<file path="config.mk">
export PLATFORM = sky130hd
export DESIGN_NAME = spi_mem_arbiter
export DESIGN_NICKNAME = d
export VERILOG_FILES = /design/src/rtl/spi_mem_arbiter.sv
export SDC_FILE = /design/constraint.sdc
export NUM_CORES = 1
export LEC_CHECK = 0
export CAP_MARGIN = 20
export CORE_MARGIN = 3
export CORE_UTILIZATION = 35
export DETAILED_ROUTE_END_ITERATION = 7
export PLACE_DENSITY = 0.71
export SETUP_SLACK_MARGIN = 0.02
export SYNTH_ARGS = -nofsm -noshare
export SYNTH_HDL_FRONTEND = slang
export SYNTH_SLANG_ARGS = --single-unit
</file>
<file path="constraint.sdc">
create_clock -name clk -period 2.45 [get_ports clk]
set_input_delay 0.49 -clock clk [delete_from_list [all_inputs] [get_ports clk]]
set_output_delay 0.49 -clock clk [all_outputs]
set_load 0.02 [all_outputs]
</file>
<file path="src/rtl/spi_mem_arbiter.sv">
`default_nettype none
// =============================================================================
// spi_mem_arbiter : shares one QSPI transaction engine between fetch and data
// Rev 1.0 - initial release
// =============================================================================
module spi_mem_arbiter #(
    parameter logic [31:0] FLASH_BASE_ADDR = 32'h0000_0000,
    parameter logic [31:0] PSRAM_BASE_ADDR = 32'h0100_0000,
    parameter logic [31:0] REGION_SIZE     = 32'h0100_0000,
    parameter int unsigned DATA_STREAK_MAX = 4,
    parameter int unsigned TIMEOUT_CYCLES  = 1024
) (
    input  logic        clk,
    input  logic        rst_n,
    input  logic        i_req,
    input  logic [31:0] i_addr,
    output logic [31:0] i_rdata,
    output logic        i_ack,
    output logic        i_err,
    input  logic        d_req,
    input  logic        d_we,
    input  logic [31:0] d_addr,
    input  logic [31:0] d_wdata,
    input  logic [1:0]  d_size,
    output logic [31:0] d_rdata,
    output logic        d_ack,
    output logic        d_err,
    output logic        e_start,
    output logic        e_sel,
    output logic [23:0] e_addr,
    output logic        e_we,
    output logic [1:0]  e_size,
    output logic [31:0] e_wdata,
    input  logic        e_done,
    input  logic [31:0] e_rdata,
    output logic        e_abort,
    output logic        busy,
    output logic        owner
);
    localparam logic [1:0] c_IDLE  = 2'd0;
    localparam logic [1:0] c_ISSUE = 2'd1;
    localparam logic [1:0] c_WAIT  = 2'd2;
    localparam logic [1:0] c_RESP  = 2'd3;

    localparam int c_STREAK_W = $clog2(DATA_STREAK_MAX + 1);
    localparam int c_TMO_W    = $clog2(TIMEOUT_CYCLES);
    localparam logic [c_STREAK_W-1:0] c_STREAK_MAX = c_STREAK_W'(DATA_STREAK_MAX);
    // Registered counter lags one cycle, so the last WAIT cycle sees TIMEOUT_CYCLES-2
    localparam logic [c_TMO_W-1:0]    c_TMO_LAST   = c_TMO_W'(TIMEOUT_CYCLES - 2);

    logic [1:0]            r_state;
    logic [1:0]            w_state_nxt;
    logic                  r_owner;
    logic                  r_sel;
    logic [23:0]           r_off;
    logic                  r_we;
    logic [1:0]            r_size;
    logic [31:0]           r_wdata;
    logic                  r_illegal;
    logic                  r_err;
    logic [31:0]           r_i_rdata;
    logic [31:0]           r_d_rdata;
    logic [c_STREAK_W-1:0] r_streak;
    logic [c_TMO_W-1:0]    r_tmo;

    logic        w_grant;
    logic        w_pick_fetch;
    logic [31:0] w_req_addr;
    logic        w_req_we;
    logic [1:0]  w_req_size;
    logic [31:0] w_req_wdata;
    logic [31:0] w_off_flash;
    logic [31:0] w_off_psram;
    logic        w_in_flash;
    logic        w_in_psram;
    logic        w_illegal;
    logic        w_tmo_hit;
    logic        w_cap_en;
    logic [31:0] w_cap_data;

    // Winner selection and decode happen on the live request in IDLE
    always_comb begin
        w_grant      = i_req || d_req;
        w_pick_fetch = i_req && (!d_req || (r_streak == c_STREAK_MAX));
        if (w_pick_fetch) begin
            w_req_addr  = i_addr;
            w_req_we    = 1'b0;
            w_req_size  = 2'd2;
            w_req_wdata = 32'h0;
        end else begin
            w_req_addr  = d_addr;
            w_req_we    = d_we;
            w_req_size  = d_size;
            w_req_wdata = d_wdata;
        end
        w_off_flash = w_req_addr - FLASH_BASE_ADDR;
        w_off_psram = w_req_addr - PSRAM_BASE_ADDR;
        w_in_flash  = w_off_flash < REGION_SIZE;
        w_in_psram  = w_off_psram < REGION_SIZE;
        w_illegal   = !(w_in_flash || w_in_psram)
                   || (w_req_we && !w_in_psram)
                   || (w_req_size == 2'd3)
                   || ((w_req_size == 2'd1) && w_req_addr[0])
                   || ((w_req_size == 2'd2) && (w_req_addr[1:0] != 2'b00));
    end

    assign w_tmo_hit = (r_tmo == c_TMO_LAST);

    always_ff @(posedge clk) begin
        if (!rst_n) begin
            r_state <= c_IDLE;
        end else begin
            r_state <= w_state_nxt;
        end
    end

    always_comb begin
        w_state_nxt = r_state;
        case (r_state)
            c_IDLE:  if (w_grant) w_state_nxt = c_ISSUE;
            c_ISSUE: w_state_nxt = r_illegal ? c_RESP : c_WAIT;
            c_WAIT:  if (e_done || w_tmo_hit) w_state_nxt = c_RESP;
            default: w_state_nxt = c_IDLE;
        endcase
    end

    // Response data captured on the way into RESP; e_done beats timeout
    always_comb begin
        w_cap_en   = 1'b0;
        w_cap_data = 32'h0;
        if ((r_state == c_ISSUE) && r_illegal) begin
            w_cap_en = 1'b1;
        end else if (r_state == c_WAIT) begin
            if (e_done) begin
                w_cap_en   = 1'b1;
                w_cap_data = r_we ? 32'h0 : e_rdata;
            end else if (w_tmo_hit) begin
                w_cap_en = 1'b1;
            end
        end
    end

    always_ff @(posedge clk) begin
        if (!rst_n) begin
            r_owner   <= 1'b0;
            r_sel     <= 1'b0;
            r_off     <= 24'h0;
            r_we      <= 1'b0;
            r_size    <= 2'd0;
            r_wdata   <= 32'h0;
            r_illegal <= 1'b0;
            r_err     <= 1'b0;
            r_i_rdata <= 32'h0;
            r_d_rdata <= 32'h0;
            r_streak  <= '0;
            r_tmo     <= '0;
        end else begin
            if ((r_state == c_IDLE) && w_grant) begin
                r_owner   <= !w_pick_fetch;
                r_sel     <= w_in_psram;
                r_off     <= w_in_psram ? w_off_psram[23:0] : w_off_flash[23:0];
                r_we      <= w_req_we;
                r_size    <= w_req_size;
                r_wdata   <= w_req_wdata;
                r_illegal <= w_illegal;
                if (!w_pick_fetch && i_req) begin
                    r_streak <= r_streak + c_STREAK_W'(1);
                end else begin
                    r_streak <= '0;
                end
            end
            if (r_state == c_ISSUE) begin
                r_tmo <= '0;
                if (r_illegal) r_err <= 1'b1;
            end
            if (r_state == c_WAIT) begin
                r_tmo <= r_tmo + c_TMO_W'(1);
                if (e_done) begin
                    r_err <= 1'b0;
                end else if (w_tmo_hit) begin
                    r_err <= 1'b1;
                end
            end
            if (w_cap_en) begin
                if (r_owner) r_d_rdata <= w_cap_data;
                else         r_i_rdata <= w_cap_data;
            end
        end
    end

    always_comb begin
        e_start = (r_state == c_ISSUE) && !r_illegal;
        e_abort = (r_state == c_WAIT) && !e_done && w_tmo_hit;
        i_ack   = (r_state == c_RESP) && !r_owner;
        d_ack   = (r_state == c_RESP) && r_owner;
        i_err   = i_ack && r_err;
        d_err   = d_ack && r_err;
        busy    = (r_state != c_IDLE);
    end

    assign owner   = r_owner;
    assign e_sel   = r_sel;
    assign e_addr  = r_off;
    assign e_we    = r_we;
    assign e_size  = r_size;
    assign e_wdata = r_wdata;
    assign i_rdata = r_i_rdata;
    assign d_rdata = r_d_rdata;

endmodule
`default_nettype wire

</file>
==> flow_results.org, run 1 <==
** CTS
- The clock passes through at most 2 buffers.
- The clock drives 142 sinks.
- In this run the number of H-tree levels came out at 4.
- Post CTS Setup Buffer Count :: 0
- TritonCTS built the clock tree.
- Counting the buffers created by CTS gives 17.
- Clock latency on the worst-skew pair, taken at its later pin, is 0.42 ns.
- CTS Hold Buffers Added :: 0
- Master cell of the clock root buffer :: sky130_fd_sc_hd__clkbuf_16
- Reg clk slew, reported paths :: 0.06 ns

** Cells and area
- The count of cells in the finished layout, fillers not included, comes to approximately 1.0k.
- Summing all multi-input logic gate instances after layout gives 2300 µm².
- Final core utilization :: approximately 60%
- After filler insertion, the fill cell instance count of the layout stands at 1,186.
- Area Overhead vs Synth :: 66.4%
- Sequential cell area :: about 2800 µm²
- Share of post-route cells with drive strength above 1 :: 7.19%
- For this run, the post-layout net count is 952.
- With fillers left out, the area of the finished cells amounts to 8890 µm².

** Timing
- Of the available clock period, the critical path in the final layout requires 95.5%.
- Headroom to the max-slew limit came out at 53.2%.
- Number of hold violations in the final report :: 0
- The count of final max-slew check failures came to 0.
- Sum of negative setup slack :: 0 ns
- Setup repair after global routing left no endpoint under its margin.
- Timing-limited maximum frequency :: 427 MHz
- Final worst clock skew :: 0.00996 ns
- Minimum clock period after layout :: 2.34 ns
- Setup violations remaining at the end of the flow were counted as 0.
- For the pin with the worst max-slew slack, the measured transition is 0.703 ns.

** Detailed routing
- WL per Instance :: 17.5 µm
- Length of the first detailed-routing pass in iterations :: 4
- The detail route stage leaves a number of antenna-violating nets equal to 0.
- The routed design has between 15 and 20 mm of wire.
- Using the TritonRoute via totals, the vias-per-cell ratio works out to between 5 and 6.
- Vias post-DR :: 5,195
- DRC :: 0
- Initial drt markers :: 206

** Power and ir drop
- For this design the total switching power over the nets is 0.00284 W.
- Sw frac :: between 30% and 40%
- The worst-case IR drop observed on VDD is 0.501 mV.
- In this run, flip-flops and latches consume 34.5% of the power.
- Clock share of power :: 31.8%
- Internal Power :: 0.00557 W
- The analysis attributes to cell leakage a power of 3.48 nW.
- For this design the ratio of total power to cell area is 946 nW/µm².
- Combinational cells account for ~34% of the total power.

** Worst setup path
- Counting buffers and inverters, the worst setup path is 3 cells deep.
- STA puts the critical path data arrival time at 1.85 ns.
- Crit-path leading delay family :: buffers and inverters
- Register-to-register setup slack :: 0.51 ns
- Crit Reg-Reg Endpoint :: i_rdata[11]
- Launch point of the critical path :: r_state[1]
- Together, buffers and inverters on the worst path number 1.
- Startpoint of the worst register-to-register path :: r_state[0]
- The worst setup path is captured at an output pin.
- Number of cells traversed by the worst register-to-register path :: 8
- For the worst setup path, the data required time is ~2 ns.
- Of all nets on the critical path, the largest fanout is 5.
- STA classifies the critical path startpoint as a flip-flop.
- Critical Path, Cell by Cell :: ha_2 -> and3_1 -> clkdlybuf4s50_1
- Slowest stage delay, CP :: 0.62 ns
- Critical path class :: flip-flop to output pin
- The largest individual stage delay along the critical path comes from the cell sky130_fd_sc_hd__clkdlybuf4s50_1.
- End of the critical path :: d_err

** Placed design
- PortBufs :: between 200 and 300
- Total placed instance area :: 8280 µm²
- Placed cell count :: 973
- The HPWL after detailed placement is approximately 13 mm.
- Final GP Congestion :: 0.789

** Run status
- The flow ran to the end, and the final reports show no timing, DRC or antenna violations.

** Die
- The floorplan step set the die height to 130 µm.
- The die covers 16,800 µm².
- Horizontal extent of the die :: 130 µm
- Standard-cell rows :: 44
- Number of placed I/O pins :: 268
- The floorplan step defined a core boundary enclosing roughly 15,000 µm².
- The initial utilization of the core area, before any placement, comes to 36.2%.

** Yosys
- Post-synth top area share :: 53.2%
- Counting every instance in the synthesized netlist gives 550.
- Yosys instantiated no cell more often than sky130_fd_sc_hd__dfxtp_1.
- Number of distinct library cell variants in the gate-level netlist after synthesis :: 42
- Async SR Flop Fraction :: 0%
- The synthesized design contains 0 enable-type register cells.
- Of the post-synthesis cell area, the part taken by muxes is 4.68%.
- For this run, the leading register cell type out of synthesis is sky130_fd_sc_hd__dfxtp_1.
- Register bit count reported by yosys :: between 100 and 150
- Yosys synthesis warning count :: 0
- After synthesis, the most frequently instantiated cells are 142 x sky130_fd_sc_hd__dfxtp_1, 64 x sky130_fd_sc_hd__a22o_1, 50 x sky130_fd_sc_hd__nand2_1.
- The number of nets handed over by synthesis was 694.
- Dominant combinational cell family by area after synthesis :: compound AO/OA/AOI/OAI gates
- Mean instance size in the synthesized netlist :: 9.72 µm²
- Summing the sequential cell areas from Yosys gives 53.2% of the chip area.
- The biggest area contributor in the post-synthesis netlist is sky130_fd_sc_hd__dfxtp_1.
- By area the synthesized netlist is led by sky130_fd_sc_hd__dfxtp_1 53%, sky130_fd_sc_hd__a22o_1 10%, sky130_fd_sc_hd__mux2i_1 4.7%, sky130_fd_sc_hd__a21oi_1 3.9%, sky130_fd_sc_hd__nand3_1 3.7%.
- Cell area after synthesis :: 5350 µm²
- Of the total synthesized cell area, the portion taken by XOR and XNOR cells is 1.31%.
- Share of synthesized cell area in full adder, half adder and majority cells :: around 1.9%
- Share of the synthesized area in compound gates (AO/OA/AOI/OAI) :: between 20% and 30%
- Of the total synthesized cell area, the portion taken by AND, OR, NAND and NOR gates is 14.2%.

** GRT
- Pin count of the biggest net entering global routing :: 64
- Number of antenna violations at the first check in global routing :: 1
- The number of global-route vias before repair came to 5,288.
- Sum of overflow across all layers after global routing :: 0
- Global-route wire length before repair :: 27.2 mm
- Global routing usage summed across all routing layers :: roughly a fifth

** Job
- Max-cap violations in this run came to 0.

** Min path
- Path category of the worst min-delay check :: flip-flop to flip-flop
- The startpoint identified for the worst hold timing path is e_wdata[19].
-- worst min-delay path by stage --
stage | to | slack, ns | depth (start not counted)
global route | e_wdata[29] | 0.47 | 2
global placement | e_wdata[7] | 0.44 | 2
finish | e_wdata[19] | 0.45 | 2
floorplan | r_streak[0] | 0.45 | 2
detailed placement | e_wdata[13] | 0.44 | 2
CTS | e_wdata[13] | 0.45 | 2
-- power by group through the flow --
stage / logic, W / clock network (W) / registers, W
5_1_grt: 0.00308 / 0.00282 / 0.00294
4_1_cts: 0.00286 / 0.00273 / 0.00290
2_1_floorplan: 0.00111 / 0 / 0.00329
3_3_place_gp: 0.00279 / 0 / 0.00293
3_5_place_dp: 0.00284 / 0 / 0.00294
6_report: 0.00284 / 0.00267 / 0.00290
-- worst min-delay path, delay by kind of cell, from the launching register on --
| family | cells | cell delay (ns) |
|---|---|---|
| simple gates | 1 | 0.05 |
| compound gates | 1 | 0.05 |
| flops | 1 | 0.30 |
-- area by class of cell --
class,instances,share of cell area [%]
clock buffer,19,4.87
multi-input combinational,353,25.9
tap,184,2.59
antenna,1,0.0281
clock inverter,13,2.00
inverter,12,0.506
timing repair buffer,282,32.2
sequential,142,32.0
-- sequential cells by signal, summed over array words and instances, names as in the netlist, 2 cells and up --
register,cells
d_rdata,32
e_wdata,32
i_rdata,32
e_addr,24
r_tmo,10
r_streak,3
e_size,2
r_state,2
-- logic make-up after synthesis --
kind of cell / after synthesis
mux: 25
flops: 142
xor+xnor: 8
buf+inv: 55
simple gates: 161
compound gates: 151
fa+ha+maj: 8
-- metal layers --
metal  part of all wire, %  GRT usage [%]
met1                    39           23.4
met2                    49           35.1
met3                    11           8.74
met4                   1.2           6.91
met5                     0              0
-- what timing repair did --
action                                  CTS  global route
endpoints found under the setup margin    2             3
pin swaps                                 0             0
resized for setup                         2             4
-- layout by cell type, fill, tap and decap left out, types with 4 or more instances in the layout --
master and count:
sky130_fd_sc_hd__mux2i_1 25, sky130_fd_sc_hd__xor2_1 8, sky130_fd_sc_hd__a22o_1 64, sky130_fd_sc_hd__nor3_1 4, sky130_fd_sc_hd__buf_12 6, sky130_fd_sc_hd__or4_1 4, sky130_fd_sc_hd__nand2_1 49, sky130_fd_sc_hd__and3_1 5
sky130_fd_sc_hd__a21oi_1 41, sky130_fd_sc_hd__buf_4 9, sky130_fd_sc_hd__clkbuf_16 17, sky130_fd_sc_hd__ha_1 7, sky130_fd_sc_hd__a211oi_1 25, sky130_fd_sc_hd__inv_6 4, sky130_fd_sc_hd__nor2_1 40, sky130_fd_sc_hd__nand3_1 39
sky130_fd_sc_hd__inv_1 11, sky130_fd_sc_hd__dfxtp_1 142, sky130_fd_sc_hd__clkdlybuf4s50_1 264, sky130_fd_sc_hd__and2_1 4, sky130_fd_sc_hd__o21ai_0 5
-- stage by stage --
step	hold slack [ns]	worst slack, ns	total power [W]
final	0.450	0.111	0.00841
after global routing	0.471	0.0245	0.00884
after CTS	0.451	0.0500	0.00849
after detailed placement	0.444	0.202	0.00579
after global placement	0.438	0.202	0.00572
after floorplan	0.449	0.665	0.00440
No activity file was read; power rests on OpenSTA's default activity.
==> run 2: changes to the inputs <==
--- a/config.mk
+++ b/config.mk
@@ -8,6 +8,7 @@
 export CAP_MARGIN = 20
 export CORE_MARGIN = 3
 export CORE_UTILIZATION = 35
+export CTS_BUF_LIST = sky130_fd_sc_hd__clkbuf_2
 export DETAILED_ROUTE_END_ITERATION = 7
 export PLACE_DENSITY = 0.71
 export SETUP_SLACK_MARGIN = 0.02
==> run 2 against run 1 <==
  * Count of clock-buffer cells in the layout stayed put
  * Critical path type unchanged
  * Worst setup slack worse by 0.10 ns
  * Fmax shrank 4.3%
  * Largest power group unchanged
  * Non-clock buffer count increased by 3
  * Core utilization shrank 2.3 points
  * Cell area is 3.8% lower
  * Clock skew is 0.030 ns higher
  * Worst hold slack got worse by 0.12 ns
  * Via count is 0.38% lower
  * Wire length fell by 1.1%
==> flow_results.org, run 2 (synthesis gave the netlist of run 1 again) <==
** Run status
- Result of the run :: completed

** GRT
- Global-route wire length before repair :: 26.7 mm (-1.8%)
- Number of antenna violations at the first check in global routing :: 1 (unchanged)
- The remaining global-route overflow was 0 (unchanged).
- The number of global-route vias before repair was 5,230 (-1.1%).
- Global routing usage summed across all routing layers :: 20.1% (-0.52 points)
- Pin count of the biggest net entering global routing :: 64 (unchanged)

** CTS
- Deepest level of the CTS H-tree :: 4 (unchanged)
- CTS placed an instance of sky130_fd_sc_hd__clkbuf_2 at the clock tree root.
- CTS Buffer Depth :: 2 (unchanged)
- Clock tree from TritonCTS :: done
- # clock sinks :: 142 (unchanged)
- The clock transition at the registers of the reported paths came to 0.23 ns (+0.17 ns).
- Clock insertion delay at the later pin of the skew report :: 0.68 ns (+0.26 ns)
- The TritonCTS buffer count came to 17 (unchanged).

** Cells and area
- Area occupied by multi-input gates :: 2300 µm² (unchanged)
- Area Overhead vs Synth :: 60.1%
- The library cell used most frequently in the layout, excluding fill and tap cells, is sky130_fd_sc_hd__clkdlybuf4s50_1.
- Final core utilization :: 58.0% (-2.3 points)
- The proportion of layout cells with a drive suffix above 1 came to 9.22% (+2.0 points).
- The storage element area was 2850 µm² (+0.22%).
- The count of placed standard cells in the final layout, fillers left out was 1,010 (+0.40%).
- Fillcell total :: 1,230 (+3.7%)
- Leading cell types in the layout, fill and taps excluded :: 259 x sky130_fd_sc_hd__clkdlybuf4s50_1, 137 x sky130_fd_sc_hd__dfxtp_1, 64 x sky130_fd_sc_hd__a22o_1, 49 x sky130_fd_sc_hd__nand2_1, 41 x sky130_fd_sc_hd__a21oi_1
- The layout net count was 955 (+0.32%).

** Die
- Core box area :: 14,800 µm² (unchanged)
- The starting density of the core came to 36.2% (unchanged).
- The die footprint was 16,800 µm² (unchanged).
- Standard-cell rows :: 44 (unchanged)
- The I/O pin count was 268 (unchanged).
- Die height :: 130 µm (unchanged)
- Horizontal extent of the die :: 130 µm (unchanged)

** Worst setup path
- Startpoint types :: flip-flop
- Crit Reg-Reg Endpoint :: i_rdata[11]
- The largest stage delay on the critical path is 0.39 ns (-0.23 ns).
- Number of cells traversed by the worst register-to-register path :: 8 (unchanged)
- STA classifies the critical path endpoint as an output pin.
- Critical Path, Cell by Cell :: inv_2 -> ha_1 -> nand4_1 -> nor4_2 -> and2_1 -> buf_6
- The highest fanout seen on the critical path came to 4 (-1).
- The setup path with the least slack is of type flip-flop to output pin.
- The startpoint identified for the worst register-to-register timing path is r_state[0].
- The required arrival time at the worst endpoint was 1.96 ns (about the same).
- Among all stages on the critical path, the largest delay is contributed by sky130_fd_sc_hd__dfxtp_2.
- The minimum setup slack among reg-to-reg paths came to 0.53 ns (+0.02 ns).
- Worst path arrival time :: 1.95 ns (+0.10 ns)

** Detailed routing
- Initial drt markers :: 196 (-4.9%)
- The via count was 5,175 (-0.38%).
- Vias per Instance :: 5.12 (-0.78%)
- The number of detailed-routing iterations run before antenna repair was 5 (+1).
- DRC :: 0 (unchanged)
- Antenna Violating Nets Remaining :: 0 (unchanged)
- Final wirelength :: 17.4 mm (-1.1%)
- WL per Instance :: 17.2 µm (-1.5%)

** Placed design
- Post-DP HPWL :: 12.8 mm (unchanged)
- Place WS :: 0.202 ns (unchanged)
- PortBufs :: 267 (unchanged)
- The final weighted congestion in routability-driven placement came to 0.789 (unchanged).
- The cell total after placement came to 973 (unchanged).

** Timing
- The final hold slack came to 0.331 ns (-0.119 ns).
- The worst setup slack after layout came to 0.00647 ns (-0.104 ns).
- Final Cycle Share :: 99.7% (+4.3 points)
- Final worst clock skew :: 0.0401 ns (+0.0302 ns)
- Setup repair after global routing could not meet its margin everywhere.
- Normalized max-slew margin :: 53.5% (+0.37 points)
- The final number of hold-violating endpoints was 0 (unchanged).
- The count of final max-slew check failures was 0 (unchanged).
- The peak clock frequency supported by timing is 409 MHz (-4.3%).
- Transition time at the pin with the least slew margin :: 0.697 ns (-0.00562 ns)
- The clock period minus final worst setup slack is 2.44 ns (+0.104 ns).
- Final setup violation count :: 0 (unchanged)

** Min path
- The cell depth of the worst min-delay path is 3 (+1).
- Startpoint of the tightest hold check path :: d_wdata[29]
- Sink of the worst hold path :: e_wdata[29]
- Path category of the worst min-delay check :: input port to flip-flop

** Job
- Max capacitance violation total :: 0 (unchanged)

** Power and ir drop
- The highest ir drop seen on vdd is 0.601 mV (+20%).
- LEAKAGE :: 3.34 nW (-3.8%)
- PwrDens :: 847 nW/µm² (-10%)
-- run 2: changes by cell type in the layout (fill, tap and decap cells not counted), sizes merged --
cell           change
clkbuf             +3
buf                +6
diode              +1
dlymetal6s2s       -2
clkdlybuf4s50      -5
dlygate4sd2        +1
-- run 2: area by class of cell --
cell class / count / area share (%)
sequential: 142 / 33.3
timing repair buffer: 285 / 33.3
multi-input combinational: 353 / 26.9
tap: 184 / 2.69
clock inverter: 13 / 2.08
inverter: 12 / 0.526
clock buffer: 19 / 1.11
antenna: 2 / 0.0585
-- run 2: power breakdown --
part           switching, W  total [W]  internal, W
sequential         0.000227    0.00291      0.00268
combinational       0.00157    0.00283      0.00127
clock              0.000909    0.00151     0.000602
total               0.00270    0.00725      0.00455
-- run 2: how the worst max path moves through the flow --
stage | startpoint | to | slack, ns | cells after the start
final | r_tmo[0] | e_abort | 0.006 | 6
after global routing | r_tmo[0] | e_abort | -0.22 | 6
after CTS | r_state[0] | e_abort | -0.1 | 6
after detailed placement | e_done | e_abort | 0.20 | 4
after global placement | e_done | e_abort | 0.20 | 4
after floorplan | r_state[0] | e_abort | 0.66 | 5
-- run 2: metal layers --
metal / routed length, µm / GRT usage (%)
met5: 0 / 0
met4: 172 / 4.40
met3: 1880 / 9.69
met2: 8430 / 34.2
met1: 6940 / 23.0
-- run 2: metrics by stage --
step / setup TNS (ns) / total power (W) / area [µm²]
after floorplan: 0 / 0.00440 / 5350
after detailed placement: 0 / 0.00579 / 8280
after global routing: -0.222 / 0.00769 / 8560
final: 0 / 0.00725 / 8560
after global placement: 0 / 0.00572 / 8280
after CTS: -0.0950 / 0.00732 / 8550
-- run 2: worst max-delay path, delay by kind of cell (launching register included) --
| family | cells | cell delay [ns] |
|---|---|---|
| buf+inv | 2 | 0.17 |
| flops | 1 | 0.39 |
| simple gates | 3 | 0.59 |
| fa+ha+maj | 1 | 0.13 |
-- run 2: what timing repair did --
action,4_1_cts,5_1_grt
hold buffers,0,0
gates resized for setup,22,12
pin swaps,0,3
endpoints found under the setup margin,9,7
buffers inserted,0,3
==> run 3: changes to the inputs <==
--- a/config.mk
+++ b/config.mk
@@ -8,7 +8,7 @@
 export CAP_MARGIN = 20
 export CORE_MARGIN = 3
 export CORE_UTILIZATION = 35
-export CTS_BUF_LIST = sky130_fd_sc_hd__clkbuf_2
+export CTS_BUF_LIST = sky130_fd_sc_hd__clkbuf_16
 export DETAILED_ROUTE_END_ITERATION = 7
 export PLACE_DENSITY = 0.71
 export SETUP_SLACK_MARGIN = 0.02
==> run 3 against run 2 <==
  * Wire length up 1.2%
  * First-iteration DRC count up 9.2%
  * Critical path depth down 3
  * Cell area up 3.9%
  * Sequential share of layout area down 1.3 points
  * Sequential cell count unchanged
  * Clock power up 76%
  * Critical path type unchanged
  * Critical endpoint is now d_err
==> flow_results.org, run 3 (synthesis gave the netlist of run 1 again) <==
** Detailed routing
- Final wirelength :: 17.6 mm (+1.2%)
- The number of design rule violations left after detail routing came to 0 (unchanged).
- Length of the first detailed-routing pass in iterations :: 4 (-1)
- WL per Instance :: 17.5 µm (+1.6%)
- The average vias per placed instance came to 5.17 (+0.84%).
- The antenna violation net count after detailed routing is 0 (unchanged).
- The number of DRC markers after the initial detailed-route iteration is 214 (+9.2%).
- The via count is 5,198 (+0.44%).

** Worst setup path
- Slowest-stage cell, CP :: sky130_fd_sc_hd__clkdlybuf4s50_1
- The highest fanout seen on the critical path is 5 (+1).
- The required arrival time at the worst endpoint came to 1.96 ns (about the same).
- The critical path is of the flip-flop to output pin type.
- Critical Path, Cell by Cell :: ha_2 -> and3_1 -> clkdlybuf4s50_1
- The worst setup path is captured at an output pin.
- Startpoint types :: flip-flop
- The largest stage delay on the critical path was 0.62 ns (+0.23 ns).
- The data arrival time of the critical path was 1.85 ns (-0.10 ns).

** Timing
- The transition at the pin with the smallest max-transition slack came to 0.702 ns (+0.00540 ns).
- Max-slew violation count :: 0 (unchanged)
- Sum of negative setup slack :: 0 ns (unchanged)
- The final number of hold-violating endpoints is 0 (unchanged).
- Final setup violation count :: 0 (unchanged)
- The peak clock frequency supported by timing is 427 MHz (+4.4%).
- The post-route clock skew came to 0.0102 ns (-0.0299 ns).
- The clock period minus final worst setup slack came to 2.34 ns (-0.104 ns).
- The ratio of final minimum period to clock period is 95.5% (-4.2 points).
- The relative max-transition margin came to 53.2% (-0.36 points).
- Setup repair after global routing missed its margin :: no

** CTS
- The setup fix buffers added after clock tree synthesis was 0 (unchanged).
- The deepest level of the CTS H-tree was 4 (unchanged).
- CTS Hold Buffers Added :: 0 (unchanged)
- The maximum count of clock buffers along a single path was 2 (unchanged).
- Number of buffers created by CTS :: 17 (unchanged)
- The tree is rooted in a sky130_fd_sc_hd__clkbuf_16.
- The clock transition at the registers of the reported paths is 0.06 ns (-0.17 ns).
- Clock tree from TritonCTS :: done
- The number of sinks driven by the clock tree is 142 (unchanged).
- Clock insertion delay at the later pin of the skew report :: 0.42 ns (-0.26 ns)

** GRT
- The number of antenna violations at the first check in global routing was 1 (unchanged).
- Number of global-route vias before repair :: 5,288 (+1.1%)
- The pin count of the biggest net entering global routing is 64 (unchanged).
- Sum of overflow across all layers after global routing :: 0 (unchanged)
- Global routing usage summed across all routing layers :: 20.6% (+0.52 points)
- The wire length of the first global-routing pass is 27.2 mm (+1.8%).

** Cells and area
- The count of fill cells added during filler insertion came to 1,186 (-3.6%).
- In the layout the commonest cells are 264 x sky130_fd_sc_hd__clkdlybuf4s50_1, 142 x sky130_fd_sc_hd__dfxtp_1, 64 x sky130_fd_sc_hd__a22o_1, 49 x sky130_fd_sc_hd__nand2_1, 41 x sky130_fd_sc_hd__a21oi_1.
- Area Overhead vs Synth :: 66.4%
- The layout net count is 952 (-0.31%).
- Share of post-route cells with drive strength above 1 :: 7.19% (-2.0 points)
- The library cell used most frequently in the layout, excluding fill and tap cells, is sky130_fd_sc_hd__clkdlybuf4s50_1.
- The count of placed standard cells in the final layout, fillers left out was 1,006 (-0.40%).

** Die
- The y dimension of the die is 130 µm (unchanged).
- Standard-cell rows :: 44 (unchanged)
- Core box area :: 14,800 µm² (unchanged)
- The I/O pin count is 268 (unchanged).
- Initial core utilization :: 36.2% (unchanged)
- Total Die Area :: 16,800 µm² (unchanged)
- Horizontal extent of the die :: 130 µm (unchanged)

** Placed design
- Post-DP HPWL :: 12.8 mm (unchanged)
- PortBufs :: 267 (unchanged)
- Final GP Congestion :: 0.789 (unchanged)
- The cell total after placement was 973 (unchanged).

** Power and ir drop
- Total power consumption of the routed design :: 0.00840 W (+16%)
- PwrDens :: 945 nW/µm² (+12%)
- The highest ir drop seen on vdd was 0.501 mV (-17%).
- LEAKAGE :: 3.49 nW (+4.2%)

** Job
- Max capacitance violation total :: 0 (unchanged)

** Min path
- Path category of the worst min-delay check :: flip-flop to flip-flop

** Run status
- The flow ran to the end, and the final reports show no timing, DRC or antenna violations.
run 3: cell count changes in the layout (fill, tap and decap cells not counted):
cell / before / now
sky130_fd_sc_hd__diode_2: 2 / 1
sky130_fd_sc_hd__buf_6: 1 / 0
sky130_fd_sc_hd__clkdlybuf4s50_1: 259 / 264
sky130_fd_sc_hd__dfxtp_1: 137 / 142
sky130_fd_sc_hd__dlymetal6s2s_1: 0 / 2
sky130_fd_sc_hd__clkbuf_2: 23 / 1
sky130_fd_sc_hd__dlygate4sd2_1: 1 / 0
sky130_fd_sc_hd__buf_2: 2 / 0
sky130_fd_sc_hd__clkbuf_16: 0 / 17
sky130_fd_sc_hd__inv_1: 10 / 13
sky130_fd_sc_hd__buf_4: 12 / 9
sky130_fd_sc_hd__dfxtp_2: 5 / 0
sky130_fd_sc_hd__inv_2: 2 / 1
run 3: final timing paths:
kind	from	to	slack [ns]	cells after the start
hold / removal	e_wdata[19]	e_wdata[19]	0.45	2
setup reg to reg	r_state[0]	i_rdata[11]	0.51	8
hold reg to reg	e_wdata[19]	e_wdata[19]	0.45	2
setup / recovery	r_state[1]	d_err	0.11	3
run 3: final cells by class:
cell class | instances | area (µm²) | area share, %
repair buffers | 282 | 2860 | 32.2
flip-flops and latches | 142 | 2840 | 32.0
multi-input cells | 353 | 2300 | 25.9
clock buffers | 17 | 425 | 4.78
well taps | 184 | 230 | 2.59
clock inverters | 15 | 185 | 2.08
inverters | 12 | 45.0 | 0.506
diodes | 1 | 2.50 | 0.0281
run 3: repair_timing:
action,4_1_cts,5_1_grt
gates cloned,0,0
setup endpoints to repair,2,3
gates resized for setup,2,4
run 3: metrics by stage:
stage / hold slack (ns) / utilization (%) / area, µm² / setup WS (ns)
2_1_floorplan: 0.449 / - / 5350 / 0.665
3_3_place_gp: 0.438 / 56.1 / 8280 / 0.202
3_5_place_dp: 0.444 / 56.1 / 8280 / 0.202
4_1_cts: 0.451 / 60.3 / 8890 / 0.0500
5_1_grt: 0.471 / 60.3 / 8890 / 0.0245
6_report: 0.450 / 60.3 / 8890 / 0.111
run 3: worst max-delay path: cells and delay by family (launching register included):
kind / cells / cell delay [ns]
AND/OR/NAND/NOR: 1 / 0.17
adder cells (fa/ha/maj): 1 / 0.27
buffers and inverters: 1 / 0.62
flip-flops: 1 / 0.38
run 3: where the power goes:
part           internal (W)  switching [W]
Sequential          0.00267       0.000230
Combinational       0.00127        0.00156
Clock               0.00162        0.00105
Total               0.00556        0.00284
run 3: layer usage:
layer  global-route usage [%]  vias up  wire length [µm]
met1                     23.4     2458              6930
met2                     35.1      223              8650
li1                         -     2499                 -
met4                     6.91        0               215
met5                        0        -                 0
met3                     8.74       18              1820
==> RTL edit: new RTL, config.mk and constraints of run 1 <==
`TIMEOUT_CYCLES`: 1024 -> 2048.
--- a/src/rtl/spi_mem_arbiter.sv
+++ b/src/rtl/spi_mem_arbiter.sv
@@ -9,5 +9,5 @@
     parameter logic [31:0] REGION_SIZE     = 32'h0100_0000,
     parameter int unsigned DATA_STREAK_MAX = 4,
-    parameter int unsigned TIMEOUT_CYCLES  = 1024
+    parameter int unsigned TIMEOUT_CYCLES  = 2048
 ) (
     input  logic        clk,
Behaviour: no difference found for any inputs over 4 cycles, from zero or initial values and one cycle with rst_n low; that may be too few to reach the edited logic, so the function may still have changed.
==> RTL edit against run 1 <==
Global-route usage fell by 0.75 points. Design area barely moved. Sequential cell count rose by 1. Highest routed layer unchanged. Total power fell by 5.8%. Synthesized area rose by 3.1%. Count of clock-buffer cells in the layout fell by 1. Sequential power barely moved. Worst setup slack got worse by 0.0094 ns. Critical path depth rose by 1. Wire length fell by 0.32%. Via count rose by 0.23%. Clock skew rose by 0.00082 ns.
==> RTL edit: results <==
group,metric,value,unit
placement,routabilityCongestion,0.829,
drt,drt_pass1_iterations,4,
drt,wl_met1,6.99,mm
timing,hold_viol,0,
hold_path,min-delay-start,"e_wdata[15]",
yosys,netlist_top_cells_count,"dfxtp_1 (143), a21oi_1 (65), a22o_1 (64)",
power,vdd_drop_max,538,uV
drt,first_iter_violations,219,
timing,finalClockSkew,0.0108,ns
placement,post-place-ws,-0.0293,ns
setup_path,slowest_delay,0.60,ns
drt,wl_met3,1.89,mm
placement,dp.cells,999,
run_status,status,"finished, final reports clean",
yosys,synth.distinct_cells,48,
cts,cts_root_buf,"clkbuf_16",
cts,clk_path_buf_depth,2,
power,power.leakage,3.46,nW
global_routing,grt_max_degree,43,
drt,routed.top_layer,"met4",
global_routing,grt_pass1_wl,27.9,mm
yosys,yosys-top-cells-area,"dfxtp_1 (52%), a22o_1 (10%), a21oi_1 (5.9%)",
placement,placed_cell_area,8350,um2
cells_and_area,fin_nets,951,
drt,vias,5207,
yosys,async_flop_share,0,%
drt,wl_met2,8.36,mm
placement,hpwl,13.0,mm
timing,worst_pin_slew,0.936,ns
cells_and_area,drive_above_1_share,7.32,%
cells_and_area,antenna_cells,0,
cells_and_area,fillers,1321,
yosys,yosysWarningCount,0,
global_routing,grt.met2_usage,33.5,%
drt,viasPerCell,5.05,
drt,drt_wl_total,17.6,mm
global_routing,antenna_found_initial,0,
global_routing,grt.total_usage,19.9,%
yosys,syn-num-nets,695,
cts,cts_resized,5,
yosys,yosysSeqAreaShare,51.9,%
yosys,avgSynthCellArea,10.0,um2
global_routing,grtUsageMet3,9.04,%
global_routing,grt_use_met1,22.1,%
setup_path,cp_max_fo,4,
setup_path,worstSetupPathType,"flop to output pin",
global_routing,grt_pass1_vias,5384,
RTL edit: changes by cell type after synthesis, sizes merged, moves of 2 or more:
cell,before,now
a211oi,26,3
a21oi,42,65
a311oi,0,2
buf,19,33
clkbuf,24,12
inv,12,10
nand2,50,46
nand2b,1,3
nor2,40,17
o21ai,8,29
or4,4,2
RTL edit: power breakdown:
group | switching (W) | total (W) | internal (W)
combinational | 0.00146 | 0.00262 | 0.00116
clock | 0.00107 | 0.00240 | 0.00133
sequential | 0.000223 | 0.00290 | 0.00268
RTL edit: worst paths after layout:
kind | to | slack, ns | cells past startpoint
worst max-delay path | busy | 0.10 | 4
worst min-delay path | e_wdata[15] | 0.45 | 2
worst max register to register | i_rdata[14] | 0.26 | 6
worst min register to register | e_wdata[15] | 0.45 | 2
RTL edit: logic make-up (layout without fill, tap and decap cells):
group,Yosys count,in the layout,synth area share (%)
simple gates,133,133,11.9
fa+ha+maj,8,8,1.82
compound gates,177,177,22.3
flops,143,143,51.9
xor+xnor,9,9,1.43
buf+inv,55,324,5.88
mux,26,26,4.72
RTL edit: area by class of cell:
class	instances	area (um2)	area share (%)
tap	211	264	2.97
timing repair buffer	282	2840	32.0
clock buffer	18	429	4.83
sequential	143	2860	32.2
clock inverter	14	121	1.36
inverter	10	37.5	0.422
multi-input combinational	353	2330	26.3
RTL edit: worst max-delay path, delay by kind of cell (launching register included):
family | cells | cell delay [ns]
buffers and inverters | 3 | 0.80
DFF | 1 | 0.37
adders and majority gates | 1 | 0.27
